===== config.mk =====
export PLATFORM = sky130hd
export DESIGN_NAME = perf_counter_readout
export DESIGN_NICKNAME = d
export VERILOG_FILES = /design/src/rtl/perf_readout_pkg.sv /design/src/rtl/perf_counter_readout.sv
export SDC_FILE = /design/constraint.sdc
export NUM_CORES = 2
export LEC_CHECK = 0
export BUFFER_PORTS_ARGS = -buffer_cell sky130_fd_sc_hd__buf_2
export CORE_ASPECT_RATIO = 1.2
export CORE_UTILIZATION = 30
export DETAILED_ROUTE_END_ITERATION = 8
export MAX_ROUTING_LAYER = met4
export PLACE_DENSITY = 0.51
export SLEW_MARGIN = 30
export SYNTH_ARGS = -nofsm -noshare
export SYNTH_HDL_FRONTEND = slang
export SYNTH_SLANG_ARGS = --single-unit

===== constraint.sdc =====
create_clock -name clk -period 5.22 [get_ports clk]
set_clock_uncertainty 0.05 [all_clocks]
set_input_delay 1.044 -clock clk [delete_from_list [all_inputs] [get_ports clk]]
set_output_delay 1.044 -clock clk [all_outputs]
set_load 0.01 [all_outputs]

===== src/rtl/perf_readout_pkg.sv =====
// Shared types and constants for the perf counter readout block.
// The HEADER state only exists when PERF_READOUT_HEADER_EN is defined.
package perf_readout_pkg;

`ifdef PERF_READOUT_HEADER_EN
    typedef enum logic [1:0] {
        IDLE   = 2'd0,
        HEADER = 2'd1,
        STREAM = 2'd2
    } state_e;
`else
    typedef enum logic [1:0] {
        IDLE   = 2'd0,
        STREAM = 2'd2
    } state_e;
`endif

    localparam int unsigned HDR_NUM_LSB = 0;
    localparam int unsigned HDR_NUM_W   = 16;
    localparam int unsigned HDR_SEQ_LSB = 16;
    localparam int unsigned HDR_SEQ_W   = 16;

    localparam logic [7:0] DROP_SAT = 8'hFF;

endpackage


===== src/rtl/perf_counter_readout.sv =====
// Snapshots and clears the live event counters on trigger, then streams the snapshot
// one counter per beat. Define PERF_READOUT_HEADER_EN to prepend a count/sequence header beat.
module perf_counter_readout
    import perf_readout_pkg::*;
#(
    parameter int unsigned NUM_COUNTERS  = 115,
    parameter int unsigned COUNTER_WIDTH = 7,
    parameter int unsigned DATA_WIDTH    = 64
) (
    input  logic                                  clk,
    input  logic                                  rst_n,
    input  logic [NUM_COUNTERS*COUNTER_WIDTH-1:0] counters_flat,
    input  logic                                  trigger,
    output logic                                  counters_clear,
    output logic [DATA_WIDTH-1:0]                 m_tdata,
    output logic                                  m_tvalid,
    input  logic                                  m_tready,
    output logic                                  m_tlast,
    output logic                                  busy,
    output logic [7:0]                            dropped_triggers
);

    localparam int unsigned IDX_W = (NUM_COUNTERS > 1) ? $clog2(NUM_COUNTERS) : 1;
    localparam logic [IDX_W-1:0] LAST_IDX = IDX_W'(NUM_COUNTERS - 1);

    state_e                                state_q, state_d;
    logic [NUM_COUNTERS*COUNTER_WIDTH-1:0] snap_q, snap_d;
    logic [IDX_W-1:0]                      idx_q, idx_d;
    logic [7:0]                            drop_q, drop_d;
`ifdef PERF_READOUT_HEADER_EN
    logic [15:0]                           seq_q, seq_d;
    logic [15:0]                           hdr_seq_q, hdr_seq_d;
`endif

    always_comb begin
        state_d        = state_q;
        snap_d         = snap_q;
        idx_d          = idx_q;
        drop_d         = drop_q;
`ifdef PERF_READOUT_HEADER_EN
        seq_d          = seq_q;
        hdr_seq_d      = hdr_seq_q;
`endif
        counters_clear = 1'b0;
        m_tvalid       = 1'b0;
        m_tlast        = 1'b0;
        m_tdata        = '0;

        unique case (state_q)
            IDLE: begin
                counters_clear = trigger;
                if (trigger) begin
                    snap_d = counters_flat;
                    idx_d  = '0;
`ifdef PERF_READOUT_HEADER_EN
                    // Header shows the pre-increment number, so the first frame is 0.
                    hdr_seq_d = seq_q;
                    seq_d     = seq_q + 16'd1;
                    state_d   = HEADER;
`else
                    state_d   = STREAM;
`endif
                end
            end
`ifdef PERF_READOUT_HEADER_EN
            HEADER: begin
                m_tvalid = 1'b1;
                m_tdata[HDR_NUM_LSB +: HDR_NUM_W] = HDR_NUM_W'(NUM_COUNTERS);
                m_tdata[HDR_SEQ_LSB +: HDR_SEQ_W] = hdr_seq_q;
                if (m_tready) state_d = STREAM;
            end
`endif
            STREAM: begin
                m_tvalid = 1'b1;
                m_tdata  = DATA_WIDTH'(snap_q[int'(idx_q) * COUNTER_WIDTH +: COUNTER_WIDTH]);
                m_tlast  = (idx_q == LAST_IDX);
                if (m_tready) begin
                    if (idx_q == LAST_IDX) state_d = IDLE;
                    else                   idx_d   = idx_q + 1'b1;
                end
            end
            default: state_d = IDLE;
        endcase

        if (trigger && (state_q != IDLE) && (drop_q != DROP_SAT)) drop_d = drop_q + 8'd1;
    end

    always_ff @(posedge clk) begin
        if (!rst_n) begin
            state_q   <= IDLE;
            snap_q    <= '0;
            idx_q     <= '0;
            drop_q    <= '0;
`ifdef PERF_READOUT_HEADER_EN
            seq_q     <= '0;
            hdr_seq_q <= '0;
`endif
        end else begin
            state_q   <= state_d;
            snap_q    <= snap_d;
            idx_q     <= idx_d;
            drop_q    <= drop_d;
`ifdef PERF_READOUT_HEADER_EN
            seq_q     <= seq_d;
            hdr_seq_q <= hdr_seq_d;
`endif
        end
    end

    assign busy             = (state_q != IDLE);
    assign dropped_triggers = drop_q;

endmodule


==> metrics.txt <==
final number of hold-violating endpoints=0; number of hold buffers added after CTS=0; portion of synthesized cell area occupied by the leading cell type=0.441; Critical Path, Cell by Cell=buf_4 -> nor2b_1 -> o2bb2ai_1 -> nand2_1 -> o2111ai_1 -> a32oi_2 -> a21oi_1 -> buf_2; Remaining Overflow, GRT=0; Max Cap Viol=0; worst-case setup slack after placement=0.759 ns; placed wire-length estimate after detailed placement=~120000 um; worst slew margin relative to its limit=0.267; count of clock tree sinks=between 800 and 900; Async SR Flop Fraction=0; distinct cell type count of the synthesized netlist=63; total routed wirelength=between 150000 and 200000 um; net count of the finished layout=5717; initial antenna violation count=39; final critical-path setup slack=between 0.15 and 0.2 ns; top_reg_cell synth=sky130_fd_sc_hd__dfxtp_1; die outline height=between 300 and 400 um; fraction of the yosys area taken by sequential cells=0.441; source-to-sink clock delay at the later pin of the worst-skew pair=0.71 ns; FF+latch count, synth=a little over 800; multiplexer share of the synthesized area=0.123; largest net degree at the start of global routing=approximately 220; port bufs=between 800 and 900; Post-Synth Adder-Cell Area=0.00101; Final Critical Period=~5.1 ns; global-route usage over all layers=0.251; DRC marker count from the first detailed-route iteration=2298; Max Fclk=between 150 and 200 MHz; worst hold path type=flip-flop to flip-flop; crit path kind=flip-flop to primary output; routed via count=approximately 33000; remaining antenna violation count after routing=0; Worst setup endpoint=m_tdata[6]; average instance area after synthesis=around 8.7 um^2; Boundary Pins=a little under 900; Placed Instances=approximately 6500; xor-xnor portion of the synthesized cell area=0.00282; cell with the biggest individual delay on the critical path=sky130_fd_sc_hd__a21oi_1; global-route wire length before repair=~220000 um; capturing element type of the critical path=primary output; fill cell count=roughly 13000; top cell type by total area after synthesis=sky130_fd_sc_hd__dfxtp_1; Int Power=approximately 11 mW; unrepaired setup endpoints after global routing=no; die outline area=between 100000 and 150000 um^2; number of global-route vias before repair=about 32000; final max-slew violation count=0; number of H-tree branching levels=3; GP Congestion=between 0.8 and 0.9; via-per-instance ratio=~4.9; area taken by flip-flops and latches=16500 um^2; total negative slack for setup checks=0 ns; P_sw=4.07 mW; average wire length per cell after detail routing=~24 um; starting utilization of the core area=0.303; required time of the critical path=slightly above 4 ns; number of warning messages in the yosys log=0; startpoint of the most critical register-to-register path=state_q[1]; dominant cells by area after synthesis=sky130_fd_sc_hd__dfxtp_1 (44%), sky130_fd_sc_hd__nand2_1 (17%), sky130_fd_sc_hd__a21boi_0 (16%), sky130_fd_sc_hd__mux4_2 (8.6%), sky130_fd_sc_hd__mux2i_1 (3.3%); number of buffers between clock root and the deepest sink=3; total clock buffers created by CTS=94; die outline width=324 um; CTS clk-pin slew, worst paths=0.07 ns; share of post-route cells with drive strength above 1=0.243; slack of the worst reg-to-reg path=roughly 2.2 ns; start point of the critical path=idx_q[0]; complex-gate fraction of the synthesized area=0.190; Critical Path Max Stage Delay=~0.68 ns; total iterations of the first detailed-routing run=7; ratio of final minimum period to clock period=0.970; worst hold slack across all endpoints=between 0.4 and 0.5 ns; number of standard-cell rows in the floorplan=around 140; final cell count without fillers=about 6600; Peak VDD IR=220 uV; static leakage=roughly 18 nW; largest family of logic cells by synthesized area=compound AO/OA/AOI/OAI gates; Setup-failing EPs final=0; CTS tree=yes; clock power share=0.445; Multi-input gate area=19000 um^2; Syn Std Cell Area=around 37000 um^2; CORE AREA=~120000 um^2; terminus of the critical flop-to-flop path=idx_q[5]; Reg power frac=0.446; remaining design rule violation count=0; CP max FO=32; run status=completed; data arrival time of the worst path=3.97 ns; pwr/cell area=approximately 340 nW/um^2; fraction of power spent switching nets=0.264; simple logic cell fraction of the synthesized area=0.187; worst slew pin tran=between 1 and 1.5 ns; synthesized instance count=4267; number of synthesized flops with an enable pin=0; combinational share of power=0.109; area added between synthesis and finish=22.6%; buffer type at the clock tree root=sky130_fd_sc_hd__clkbuf_16; launching element type of the critical path=flip-flop; Reg2Reg Depth=8
-- worst max-delay path: cells and delay by family, from the launching register on --
family,cells,cell delay (ns)
simple gates,2,0.57
buf+inv,2,0.79
compound gates,4,1.25
flops,1,0.60
-- cell families (layout without fill, tap and decap cells) --
| family | Yosys count | in the layout |
|---|---|---|
| adders and majority gates | 3 | 3 |
| muxes | 271 | 271 |
| other | 1 | 80 |
| AOI/OAI and AO/OA | 944 | 944 |
| xor gates and xnor gates | 12 | 12 |
| buffers and inverters | 413 | 1066 |
| DFF | 821 | 821 |
| and+or+nand+nor | 1802 | 1802 |
-- worst min path at each step --
stage                 from     endpoint  cells past startpoint
4_1_cts         snap_q[89]   snap_q[89]                      2
3_5_place_dp    snap_q[89]   snap_q[89]                      2
5_1_grt        snap_q[319]  snap_q[319]                      2
6_report       snap_q[250]  snap_q[250]                      2
3_3_place_gp   snap_q[305]  snap_q[305]                      2
2_1_floorplan  snap_q[624]  snap_q[624]                      2
-- layout by cell type, fill, tap and decap left out, drive strengths merged, types with 3 or more instances in the layout --
| master | netlist | routed |
|---|---|---|
| a31oi | 4 | 4 |
| o221ai | 9 | 9 |
| o2bb2ai | 7 | 7 |
| o2111ai | 6 | 6 |
| inv | 2 | 8 |
| o21ai | 7 | 7 |
| xnor2 | 5 | 5 |
| dfxtp | 821 | 821 |
| nand3 | 23 | 23 |
| a211oi | 11 | 11 |
| and3 | 3 | 3 |
| a22o | 3 | 3 |
| nor3 | 3 | 3 |
| a32oi | 12 | 12 |
| mux4 | 147 | 147 |
| mux2i | 122 | 122 |
| o22ai | 16 | 16 |
| a211o | 5 | 5 |
| and2 | 13 | 13 |
| nand2 | 1697 | 1697 |
| diode | 0 | 23 |
| a21oi | 16 | 16 |
| xor2 | 7 | 7 |
| nand3b | 4 | 4 |
| a22oi | 28 | 28 |
| a21boi | 805 | 805 |
| a221oi | 4 | 4 |
| nor2b | 12 | 12 |
| nand4 | 15 | 15 |
| nor2 | 21 | 21 |
| clkinv | 1 | 13 |
| clkinvlp | 0 | 4 |
| conb | 1 | 57 |
| ha | 3 | 3 |
| clkbuf | 247 | 138 |
| buf | 163 | 896 |
| bufinv | 0 | 7 |
| nand2b | 3 | 3 |
-- metrics by stage --
step                 util  instance area, um^2  total power, mW
detailed placement  0.344                42400             8.70
finish              0.371                45700             15.4
global placement    0.344                42400             8.69
global route        0.371                45700             16.0
floorplan               -                37500             7.86
CTS                 0.370                45600             15.6
-- repair_timing --
action                                  CTS  global route
buffers inserted                          1             0
endpoints found under the setup margin    2             0
hold endpoints to repair                  0             0
resized for setup                         1             0
-- power by group through the flow --
stage          clock (mW)  sequential [mW]  combinational (mW)
3_3_place_gp            0             7.01                1.67
3_5_place_dp            0             7.01                1.69
2_1_floorplan           0             6.87               0.982
6_report             6.86             6.87                1.68
5_1_grt              7.28             6.90                1.84
4_1_cts              7.03             6.87                1.70
-- state kept, by name (all words and copies together), names as in the netlist --
register	count
dropped_triggers	8
state_q	1
snap_q	805
idx_q	7
-- layer usage --
metal	vias to the layer above	GRT usage	part of all wire	wire length, um
met5	-	-	0	0
met4	0	0.105	0.040	6240
met3	244	0.0377	0.052	8070
met2	1067	0.422	0.50	77500
met1	15600	0.296	0.41	64700
li1	15600	-	-	-
-- cell usage after synthesis, types with 6 or more instances --
cell	n
sky130_fd_sc_hd__buf_2	46
sky130_fd_sc_hd__a21oi_1	16
sky130_fd_sc_hd__mux4_2	142
sky130_fd_sc_hd__o221ai_1	9
sky130_fd_sc_hd__a211oi_1	11
sky130_fd_sc_hd__nand4_1	15
sky130_fd_sc_hd__nor2_1	20
sky130_fd_sc_hd__and2_1	12
sky130_fd_sc_hd__a32oi_1	12
sky130_fd_sc_hd__buf_6	16
sky130_fd_sc_hd__mux2i_1	122
sky130_fd_sc_hd__xor2_1	7
sky130_fd_sc_hd__o22ai_1	16
sky130_fd_sc_hd__o2bb2ai_1	7
sky130_fd_sc_hd__nor2b_1	12
sky130_fd_sc_hd__clkbuf_1	247
sky130_fd_sc_hd__dfxtp_1	821
sky130_fd_sc_hd__nand2_1	1697
sky130_fd_sc_hd__buf_1	15
sky130_fd_sc_hd__buf_4	82
sky130_fd_sc_hd__a21boi_0	805
sky130_fd_sc_hd__nand3_1	23
sky130_fd_sc_hd__o2111ai_1	6
sky130_fd_sc_hd__a22oi_1	28
-- area by class of cell --
cell class / instances / share of cell area
Sequential cell: 821 / 0.360
Inverter: 3 / 0.000410
Antenna cell: 23 / 0.00126
Clock buffer: 138 / 0.0608
Timing Repair Buffer: 896 / 0.109
Clock inverter: 29 / 0.00804
Tap cell: 1644 / 0.0450
Multi-Input combinational cell: 3089 / 0.416
Note: power is estimated with default switching activity, not from simulation.
